<file path="src/rtl/register_file.sv">
// register_file: 2^ADDR_WIDTH x DATA_WIDTH general-purpose register file.
// One synchronous write port and two registered read ports (A, B), each with
// its own read enable. A same-edge read of the address being written returns
// the new write data (write-first).
// Optional macro REGFILE_ZERO_REG_EN: register 0 is hardwired to zero, writes
// to it are dropped and reads of it always return 0.
module register_file #(
  parameter int unsigned DATA_WIDTH = 32,
  parameter int unsigned ADDR_WIDTH = 5
) (
  input  logic                  Clk,
  input  logic                  Rst_n,
  input  logic [DATA_WIDTH-1:0] data_i,
  input  logic [ADDR_WIDTH-1:0] WriteAddr,
  input  logic                  WriteEn,
  input  logic [ADDR_WIDTH-1:0] ReadA,
  input  logic                  ReadAEn,
  output logic [DATA_WIDTH-1:0] data_oA,
  input  logic [ADDR_WIDTH-1:0] ReadB,
  input  logic                  ReadBEn,
  output logic [DATA_WIDTH-1:0] data_oB
);

  localparam int unsigned DEPTH = 1 << ADDR_WIDTH;

  logic [DATA_WIDTH-1:0] mem_q [DEPTH];
  logic [DATA_WIDTH-1:0] rd_a_d;
  logic [DATA_WIDTH-1:0] rd_b_d;
  logic                  wr_ok;

  // Qualify the write: with the zero register enabled, address 0 is never stored.
  always_comb begin
`ifdef REGFILE_ZERO_REG_EN
    wr_ok = WriteEn && (WriteAddr != '0);
`else
    wr_ok = WriteEn;
`endif
  end

  // Next read data per port: write-first bypass, then storage; address 0 forced
  // to zero when the zero register is enabled.
  always_comb begin
    rd_a_d = mem_q[ReadA];
    rd_b_d = mem_q[ReadB];
    if (wr_ok && (WriteAddr == ReadA)) rd_a_d = data_i;
    if (wr_ok && (WriteAddr == ReadB)) rd_b_d = data_i;
`ifdef REGFILE_ZERO_REG_EN
    if (ReadA == '0) rd_a_d = '0;
    if (ReadB == '0) rd_b_d = '0;
`endif
  end

  // Register storage: asynchronous clear of every entry, synchronous write.
  always_ff @(posedge Clk or negedge Rst_n) begin
    if (!Rst_n) begin
      for (int unsigned i = 0; i < DEPTH; i++) begin
        mem_q[ADDR_WIDTH'(i)] <= '0;
      end
    end else if (wr_ok) begin
      mem_q[WriteAddr] <= data_i;
    end
  end

  // Registered read outputs; each holds its value while its enable is low.
  always_ff @(posedge Clk or negedge Rst_n) begin
    if (!Rst_n) begin
      data_oA <= '0;
      data_oB <= '0;
    end else begin
      if (ReadAEn) data_oA <= rd_a_d;
      if (ReadBEn) data_oB <= rd_b_d;
    end
  end

endmodule

</file>
<file path="config.mk">
export PLATFORM = sky130hd
export DESIGN_NAME = register_file
export DESIGN_NICKNAME = d
export VERILOG_FILES = /design/src/rtl/register_file.sv
export SDC_FILE = /design/constraint.sdc
export NUM_CORES = 2
export LEC_CHECK = 0
export BUFFER_PORTS_ARGS = -buffer_cell sky130_fd_sc_hd__clkbuf_2
export CAP_MARGIN = 20
export CORE_ASPECT_RATIO = 2
export CORE_MARGIN = 4
export CORE_UTILIZATION = 65
export CTS_CLUSTER_SIZE = 28
export DETAILED_ROUTE_END_ITERATION = 10
export PLACE_DENSITY = 0.86
export RECOVER_POWER = 25
export SLEW_MARGIN = 15
export SYNTH_ARGS = -nofsm -noshare
export SYNTH_HDL_FRONTEND = slang
export SYNTH_SLANG_ARGS = --single-unit
</file>
<file path="constraint.sdc">
create_clock -name Clk -period 6.3 [get_ports Clk]
set_clock_uncertainty 0.15 [all_clocks]
set_input_delay 1.26 -clock Clk [delete_from_list [all_inputs] [get_ports Clk]]
set_output_delay 1.26 -clock Clk [all_outputs]
set_load 0.01 [all_outputs]
</file>
# Word-level counts from Yosys, hierarchy flattened
# Index checks and enable logic that the tools add are counted.
classes:
  n_mux: 11
  bitwise_logic: 3
  eq_ne: 2
  order_cmp: 4
  n_reduce_logical: 3
op_table:
  columns: ["op", "n"]
  rows:
  - ["1024-bit bitwise mux", 1]
  - ["32-bit binary-select mux with 5-bit select", 2]
  - ["32-bit two-way mux", 7]
  - ["32-bit demux with 5-bit select", 1]
  - ["6-bit greater-or-equal comparator (second input constant)", 3]
  - ["5-bit inverter with 6-bit output", 3]
  - ["5-bit equality test", 2]
  - ["6-bit by 1-bit less-than comparator with 1-bit output (second input constant)", 1]
  - ["1-bit logical AND", 3]
word_totals:
  in_bits: 52
  output_inout_bits: 64
  register_bits: 1088
  word_cells: 57

# Longest topological paths before layout
logic_depth:
  depth_word: 6
  depth_mapped: 11
  ltp_nobuf: 5

# Worst setup path before layout
# No wires, ideal clock.
synth_path:
  path_type: "input port to flip-flop"
  from: "input port ReadB[0]"
  to: "register data_oB[26]"
  setup_time_ns: 0.126
  cell_stages: 8
  n_path_buf: 4
  setup_slack_ns: 2.883
  arrival_time_ns: 3.141
  required_ns: 6.024
  path_cell_list: "buf_2 > buf_4 > buf_4 > buf_2 > mux4_2 > a22oi_1 > nand3_1 > a221o_1"
synth_between:
  elab_chain_cells: 5
  word_cells_on_any_way: 7
  classes_between: "eq/ne (1); mux (4); bitwise (1); reduce/logical (1)"
synth_lines:
  columns: ["element", "line", "source"]
  rows:
  - ["start: declaration", "19", "input logic [ADDR_WIDTH-1:0] ReadB,"]
  - ["5-bit inverter with 6-bit output (not written as such)", "44", "rd_b_d = mem_q[ReadB];"]
  - ["32-bit binary-select mux with 5-bit select", "44", null]
  - ["32-bit two-way mux (not written as such) (2 in a row)", "44", null]
  - ["32-bit two-way mux (*)", "46", "if (wr_ok && (WriteAddr == ReadB)) rd_b_d = data_i;"]
  - ["end signal: assignment", "71", "if (ReadBEn) data_oB <= rd_b_d;"]
  - ["end: declaration", "21", "output logic [DATA_WIDTH-1:0] data_oB"]
# Every way passes the cells marked *; elsewhere a longest branch is shown, timed or not. The select of a mux whose other input is x is not followed.
# A chain may end at the register's enable or synchronous reset.

==> impl_metrics.toml <==
[cells_and_area]
area_growth_pct = 8.75
post_route_cells_drive_above_1_share_pct = 55.6
final_nets = 3568
layout_commonest_cell = "dfrtp_1"
final_cell_mix = "dfrtp_1 (1088), mux2_2 (1025), mux4_2 (548)"

[critical_path]
required_ns = 6.74
r2r-end = "data_oB[24]"
worst_path_max_delay_cell = "clkbuf_2"
crit_fanout = 109
cp-start-kind = "primary input"
worstSetupPathType = "in -> async"
crit_family = "buffers and inverters"
path_buf_inv = 2
rrSetupSlack_ns = 3.68
r2r-start = "mem_q[24]"
crit_path_end_kind = "asynchronous set/reset pin"
critical-path-max-stage-delay_ns = 2.08
critPathArrivalTime_ns = 4.93
worst-r2r-cell-count = 5
cp_common_cell = "clkbuf_2"
path_cells = "clkbuf_2 > clkbuf_2"

[floorplanning]
die_h_um = 424
rows = 152
die-area_mm2 = 0.0918
start_util_pct = 65.6
top_level_ports = 116
die_w_um = 216
coreArea_mm2 = 0.0860

[global_routing]
grt-ovfl-total = 0
grt_pass1_vias = 40800
grt_max_degree = 176
antenna_found_initial = 15
grt_pass1_wl_um = 272000
grt.total_usage_pct = 40.8

[synth]
synth_top_area_share_pct = 48.3
synth_cells = 3571
yosys.area.top_type = "dfrtp_1"
ys_ff_latch = 1088
synth-edff-count = 0
syn-num-nets = 3623
syn_area_mm2 = 0.0564
synth.distinct_cells = 48
synth_ff_type = "dfrtp_1"
async_flop_share_pct = 100
yosysSeqAreaShare_pct = 48.3
synth_warnings = 0
synthTopCellsByArea = "dfrtp_1 (48%), mux4_2 (22%), mux2_2 (20%)"
syn_avg_cell_area_um2 = 15.8

[sta]
rsz0062_at_grt = "false"
fin_crit_sh_pct = 71.3
hold_ws_ns = 0.375
fin_tns_setup_ns = 0
relSlewSlack_pct = -118
finalSetupViolCount = 0
hold_viol_final = 0
tightestPinTransition_ns = 3.27
fin_crit_ns = 4.49
drv_slew = 107
max_freq_mhz = 223

[detailed_routing]
postRouteAntennaNets = 0
drt_iter0_markers = 4740
drc_errors = 0
vias = 37600
wl_per_cell_um = 38.8
routed_wl_um = 184000
dr.pass1.iters = 6
viasPerCell = 7.92

[clock_network]
cts_tree = "done"
clockBufferDepth = 3
ctsHoldBuffers = 0
path_clk_slew_ns = 0.06
cts_buffers = 91
cts_max_level = 3
clock_latency_ns = 0.71
cts_setup_buffers = 0
clock_sinks = 1088
ctsResizeCount = 0
cts_root_buffer = "clkbuf_16"

[pwr]
seq_power_share_pct = 48.0
p_sw_share_pct = 28.2
ir_drop_mv = 0.262
clkPwrFrac_pct = 30.6
p_leak_uw = 0.0263
switching_power_uw = 5580
powerDensity_mw_per_mm2 = 322
p_comb_share_pct = 21.5
p_int_uw = 14200

[place]
place_hpwl_um = 112000
portBuffers = 115
gp_congestion = 0.937

[status]
violations = "capacitance limit, slew limit"
outcome = "complete, but fails checks"

[worst_hold_path]
hold_end = "mem_q[928]"
hold_class = "reg -> reg"
hold_depth = 1
worstHoldStart = "mem_q[928]"

[job]
max_cap_violations = 1
==> Yosys cell counts (all sizes together), types with 24 or more instances <==
cell type	n
a2111oi	24
a221o	64
buf	147
clkbuf	239
dfrtp	1088
mux2	1025
mux2i	52
mux4	548
nand2	37
nor2	50
nor4	29
o22ai	98
==> stage by stage <==
step	instance area (µm²)	total power, µW	setup slack (ns)	cells	util (%)
6_report	61300	19800	1.81	4749	71.3
3_3_place_gp	58000	13300	1.98	4567	67.4
4_1_cts	61200	19700	2.69	4731	71.2
5_1_grt	61300	20400	1.33	4739	71.3
3_5_place_dp	58100	13700	1.98	4572	67.6
2_1_floorplan	56400	12200	2.88	3571	-
==> final cells by class <==
type	instances	area (µm²)
diodes	12	30.0
clock buffers	129	2700
clock inverters	30	405
fillers	5229	24700
inverters	28	105
multi-input cells	2069	27600
flip-flops and latches	1088	27200
well taps	1155	1450
repair buffers	238	1820
==> registers in the layout, summed over array words and instances (netlist names) <==
signal / cells
data_oB: 32
data_oA: 32
mem_q: 1024
==> power by group through the flow <==
stage          clock, µW  sequential (µW)  combinational [µW]
2_1_floorplan          0             9100                3080
3_3_place_gp           0             9300                3980
3_5_place_dp           0             9530                4170
4_1_cts             6050             9430                4200
5_1_grt             6320             9600                4450
6_report            6040             9470                4240
==> worst max path at each step <==
stage | startpoint | endpoint | cells after the start
2_1_floorplan | ReadB[0] | data_oB[26] | 8
3_3_place_gp | ReadB[0] | data_oB[6] | 7
3_5_place_dp | ReadB[1] | data_oB[5] | 7
4_1_cts | ReadB[1] | data_oB[13] | 7
5_1_grt | Rst_n | mem_q[947] | 2
6_report | Rst_n | mem_q[401] | 2
==> metal layers <==
| layer | track usage, % | share of wire [%] | up-vias |
|---|---|---|---|
| li1 | - | - | 13900 |
| met1 | 47.8 | 31 | 19600 |
| met2 | 62.7 | 47 | 3019 |
| met3 | 13.8 | 12 | 1046 |
| met4 | 30.7 | 9.7 | 0 |
| met5 | 0 | 0 | - |
==> cell families (layout without fill, tap and decap cells) <==
| family | count (synthesis) | in the layout | synth area share [%] |
|---|---|---|---|
| multiplexers | 1625 | 1625 | 43.3 |
| flip-flops | 1088 | 1088 | 48.3 |
| buffers and inverters | 414 | 425 | 3.19 |
| AO/OA/AOI/OAI | 260 | 260 | 3.52 |
| AND/OR/NAND/NOR | 174 | 174 | 1.55 |
| XOR/XNOR | 10 | 10 | 0.155 |
| other | 0 | 12 | 0 |
Note: power is estimated with default switching activity, not from simulation.
